===== config.mk =====
export PLATFORM = sky130hd
export DESIGN_NAME = noc_merge_arb2
export DESIGN_NICKNAME = d
export VERILOG_FILES = /design/src/rtl/noc_pkg.sv /design/src/rtl/rr_arb2.sv /design/src/rtl/noc_merge_arb2.sv
export SDC_FILE = /design/constraint.sdc
export NUM_CORES = 1
export LEC_CHECK = 0
export BUFFER_PORTS_ARGS = -buffer_cell sky130_fd_sc_hd__buf_2
export CORE_MARGIN = 2
export CORE_UTILIZATION = 42
export DETAILED_ROUTE_END_ITERATION = 8
export GPL_TIMING_DRIVEN = 0
export PLACE_DENSITY_LB_ADDON = 0.1
export SLEW_MARGIN = 20
export SYNTH_ARGS = -nofsm -noshare
export SYNTH_HDL_FRONTEND = slang
export SYNTH_HIERARCHICAL = 1
export SYNTH_SLANG_ARGS = --single-unit

===== constraint.sdc =====
create_clock -name clk -period 2.9 [get_ports clk]
set_input_delay 0.145 -clock clk [delete_from_list [all_inputs] [get_ports clk]]
set_output_delay 0.145 -clock clk [all_outputs]
set_load 0.02 [all_outputs]

===== src/rtl/noc_pkg.sv =====
// Shared NoC packet definitions: packet layout, statistics width and output-stage states.
package noc_pkg;

  localparam int PKT_W   = 9;
  localparam int ADDR_HI = 8;
  localparam int ADDR_LO = 5;
  localparam int STAT_W  = 16;

  typedef logic [PKT_W-1:0] pkt_t;

  typedef enum logic {
    ST_EMPTY = 1'b0,
    ST_FULL  = 1'b1
  } ostate_t;

endpackage


===== src/rtl/rr_arb2.sv =====
// Two-request round-robin arbiter; last_grant only moves when a granted request transfers.
module rr_arb2 (
  input  logic       clk,
  input  logic       reset,
  input  logic [1:0] req,
  input  logic       advance,
  output logic [1:0] grant
);

  // Resets to 1 so input 0 wins the first contention.
  logic last_grant_reg;

  always_ff @(posedge clk) begin
    if (reset) begin
      last_grant_reg <= 1'b1;
    end else if (advance) begin
      last_grant_reg <= grant[1];
    end
  end

  always_comb begin
    grant = 2'b00;
    case (req)
      2'b01:   grant = 2'b01;
      2'b10:   grant = 2'b10;
      2'b11:   grant = last_grant_reg ? 2'b01 : 2'b10;
      default: grant = 2'b00;
    endcase
  end

endmodule


===== src/rtl/noc_merge_arb2.sv =====
// Two-input round-robin merge onto one link with a one-entry registered output stage.
// Optional per-input grant counters are built when NOC_ARB_STATS_EN is defined.
module noc_merge_arb2
  import noc_pkg::*;
#(
  parameter int W = PKT_W
) (
  input  logic         clk,
  input  logic         reset,
  input  logic         in0_valid,
  output logic         in0_ready,
  input  logic [W-1:0] in0_data,
  input  logic         in1_valid,
  output logic         in1_ready,
  input  logic [W-1:0] in1_data,
  output logic         out_valid,
  input  logic         out_ready,
  output logic [W-1:0] out_data,
  output logic         out_sel
`ifdef NOC_ARB_STATS_EN
  ,
  input  logic              stats_clr,
  output logic [STAT_W-1:0] grant_cnt0,
  output logic [STAT_W-1:0] grant_cnt1
`endif
);

  ostate_t      state_reg, state_next;
  logic [W-1:0] out_data_reg;
  logic         out_sel_reg;
  logic [1:0]   grant;
  logic [1:0]   xfer_vec;
  logic         load_en;
  logic         xfer;

  rr_arb2 u_arb (
    .clk     (clk),
    .reset   (reset),
    .req     ({in1_valid, in0_valid}),
    .advance (xfer),
    .grant   (grant)
  );

  assign out_valid = (state_reg == ST_FULL);
  assign load_en   = !out_valid || out_ready;
  // Readys are held low during reset so nothing transfers on the reset edge.
  assign in0_ready = load_en && grant[0] && !reset;
  assign in1_ready = load_en && grant[1] && !reset;
  assign xfer_vec  = {in1_valid && in1_ready, in0_valid && in0_ready};
  assign xfer      = |xfer_vec;

  always_ff @(posedge clk) begin
    if (reset) begin
      state_reg <= ST_EMPTY;
    end else begin
      state_reg <= state_next;
    end
  end

  always_comb begin
    state_next = state_reg;
    case (state_reg)
      ST_EMPTY: if (xfer) state_next = ST_FULL;
      ST_FULL:  if (out_ready && !xfer) state_next = ST_EMPTY;
      default:  state_next = ST_EMPTY;
    endcase
  end

  always_ff @(posedge clk) begin
    if (reset) begin
      out_data_reg <= '0;
      out_sel_reg  <= 1'b0;
    end else if (xfer) begin
      out_data_reg <= grant[1] ? in1_data : in0_data;
      out_sel_reg  <= grant[1];
    end
  end

  assign out_data = out_data_reg;
  assign out_sel  = out_sel_reg;

`ifdef NOC_ARB_STATS_EN
  // Clear wins over a same-cycle increment; counts saturate at all-ones.
  for (genvar gi = 0; gi < 2; gi++) begin : g_cnt
    logic [STAT_W-1:0] cnt_reg;
    always_ff @(posedge clk) begin
      if (reset || stats_clr) begin
        cnt_reg <= '0;
      end else if (xfer_vec[gi] && (cnt_reg != {STAT_W{1'b1}})) begin
        cnt_reg <= cnt_reg + 1'b1;
      end
    end
  end

  assign grant_cnt0 = g_cnt[0].cnt_reg;
  assign grant_cnt1 = g_cnt[1].cnt_reg;
`endif

endmodule


==> results.toml <==
[run_status]
status = "finished clean"

[setup_path]
crit-reg2reg-capture = "u_arb/last_grant_reg"
max_stage_delay_ns = 0.43
path_class = "flip-flop to output pin"
worstRegToRegCells = 6
rrSetupSlack_ns = 1.20
crit_required_ns = 2.76
crit_family = "buffers and inverters"
path_cells = "a21boi_1 -> buf_6 -> nor3b_1 -> buf_2"
cp-end-kind = "output pin"
arrival_ns = 1.68
r2r_start = "u_arb/last_grant_reg"
crit_buf_inv = 2
cp_slowest_cell = "a21boi_1"
cp-start-kind = "flip-flop"
crit_fanout = 10

[yosys]
synth_top_cell_by_area = "dfxtp_1"
synth_fp_nets = 83
syn_inst = 60
yosysSeqAreaShare = 0.350
syn_area_um2 = 687
avgSynthCellArea_um2 = 11.4
synth_cell_type_count = 22
ys_ff_latch = 12
synth_top_area_share = 0.350
synth_area_leaders = "dfxtp_1, a211oi_2, mux2i_1, a21oi_2, a22o_4"
yosys_warnings = 6

[pwr]
power.switching_mw = 0.151
cellInternalPower_mw = 0.318
worst_ir_drop_vdd_mv = 0.253
power_leakage_nw = 0.410
p_seq_frac = 0.403
pwr-share-clk = 0.299
p_comb_frac = 0.298
power.density_nw_per_um2 = 511
switching_share = 0.321

[cts]
cts_tree = "yes"
htreeDepth = 1
cts-root-buf = "clkbuf_4"
clk_latency_ns = 0.28
path_clk_slew_ns = 0.08
post_cts_resized = 0
cts_buffer_depth = 2
post_cts_buffers = 0
cts_made_buffers = 3
ctsHoldBuffers = 0
clock_sinks = 12

[run]
drv_cap = 0

[timing]
fin_crit_ns = 1.83
rsz0062_at_grt = "no"
slew_viol_final = 0
fin_setup_tns_ns = 0
slew_headroom = 0.637
hold_ws_ns = 0.0895
finalHoldViolations = 0
tightest_slew_ns = 0.544
setup_viol = 0
fin_ws_ns = 1.07
fin_skew_ns = 0.00267
fmax_mhz = 547
period_share = 0.631

[global_routing]
grt_max_degree = 11
grt_pass1_vias = 589
grt_first_pass_wirelength_um = 2570
overflow = 0
globalRouteTotalUtil = 0.181
antenna_found_initial = 0

[finish]
mostFrequentLayoutCell = "buf_2"
fin_area_um2 = 918
most-common-layout-cells = "buf_2, dfxtp_1, mux2i_1, a21oi_2, a211oi_2"
fin_nets = 123
n_fill_cell = 122
antenna_cells = 0
largest_reg_flops = 9
drive_above_1_share = 0.646
fin_cells = 115
syn_to_final_growth_pct = 33.7

[placed_design]
numPortBuffers = 35
preCtsSetupSlack_ns = 1.23
placed_cell_area_um2 = 882
place_inst = 111
routabilityCongestion = 0.726
dp_hpwl_um = 1090

[min_path]
hold_class = "primary input to flip-flop"
hold_depth = 2
hold_path_end = "out_data[1]"
hp-start = "reset"

[route]
wirelength_um = 1540
ant_nets = 0
drc_errors = 0
drt-pass1-iter-count = 3
drt_iter0_drc = 2
vias_per_cell = 5.30
wl_per_cell_um = 13.4
vias = 609

[floorplanning]
rows = 14
die_w_um = 44.4
ios = 36
die_area_um2 = 1970
die_h_um = 44.4
start_util = 0.451
core_area_um2 = 1520
==> layout make-up <==
type / instances / area (um2) / area share
sequential: 12 / 240 / 0.262
clock buffer: 4 / 36.3 / 0.0395
buffer: 4 / 36.3 / 0.0395
tap: 16 / 20.0 / 0.0218
multi-input combinational: 43 / 407 / 0.443
inverter: 1 / 3.75 / 0.00409
timing repair buffer: 35 / 175 / 0.191
==> kinds of logic after synthesis <==
| kind of cell | count (synthesis) | share of synthesized area |
|---|---|---|
| buf+inv | 5 | 0.0583 |
| simple gates | 8 | 0.0820 |
| flops | 12 | 0.350 |
| mux | 9 | 0.131 |
| compound gates | 26 | 0.379 |
==> power groups by stage <==
stage / Combinational (mW) / Sequential [mW] / Clock, mW
after global routing: 0.151 / 0.191 / 0.142
after detailed placement: 0.141 / 0.193 / 0
after global placement: 0.138 / 0.193 / 0
final: 0.140 / 0.189 / 0.140
after CTS: 0.142 / 0.190 / 0.141
after floorplan: 0.0799 / 0.211 / 0
==> through the flow <==
| step | total power [mW] | util |
|---|---|---|
| after floorplan | 0.291 | - |
| final | 0.469 | 0.603 |
| after global routing | 0.485 | 0.603 |
| after detailed placement | 0.335 | 0.579 |
| after global placement | 0.331 | 0.579 |
| after CTS | 0.473 | 0.603 |
==> cells in the mapped netlist <==
master,count
a211oi_2,9
a21boi_0,1
a22o_4,1
nor2_4,1
nor3b_1,2
a22oi_2,1
o21ai_0,1
nor2b_1,1
mux2i_1,9
a21oi_2,9
nand3_1,1
buf_6,1
a21boi_1,1
buf_8,1
dfxtp_1,12
nor3_1,1
inv_1,1
buf_2,2
a21oi_1,2
a211o_1,1
nand2b_1,1
and2b_1,1
==> worst max path at each step <==
| stage | from | end | slack [ns] | depth (start not counted) |
|---|---|---|---|---|
| after floorplan | u_arb/last_grant_reg | in1_ready | 1.32 | 3 |
| after global placement | in1_valid | u_arb/last_grant_reg | 1.27 | 6 |
| after detailed placement | in1_valid | u_arb/last_grant_reg | 1.23 | 6 |
| after CTS | u_arb/last_grant_reg | in1_ready | 1.04 | 4 |
| after global routing | u_arb/last_grant_reg | u_arb/last_grant_reg | 0.96 | 6 |
| final | u_arb/last_grant_reg | in1_ready | 1.07 | 4 |
==> worst reg2reg max path: stages, from the launching register on <==
cell and delay (ns):
dfxtp_1 0.35, inv_1 0.04, a21boi_0 0.38, a22oi_2 0.21
nor3_1 0.27, nor2b_1 0.08, a211o_1 0.26
==> per-layer routing <==
metal	track usage	wire length, um
met1	0.225	697
met2	0.291	726
met3	0.0286	78
met4	0.109	36
met5	0	0
Note: power is estimated with default switching activity, not from simulation.
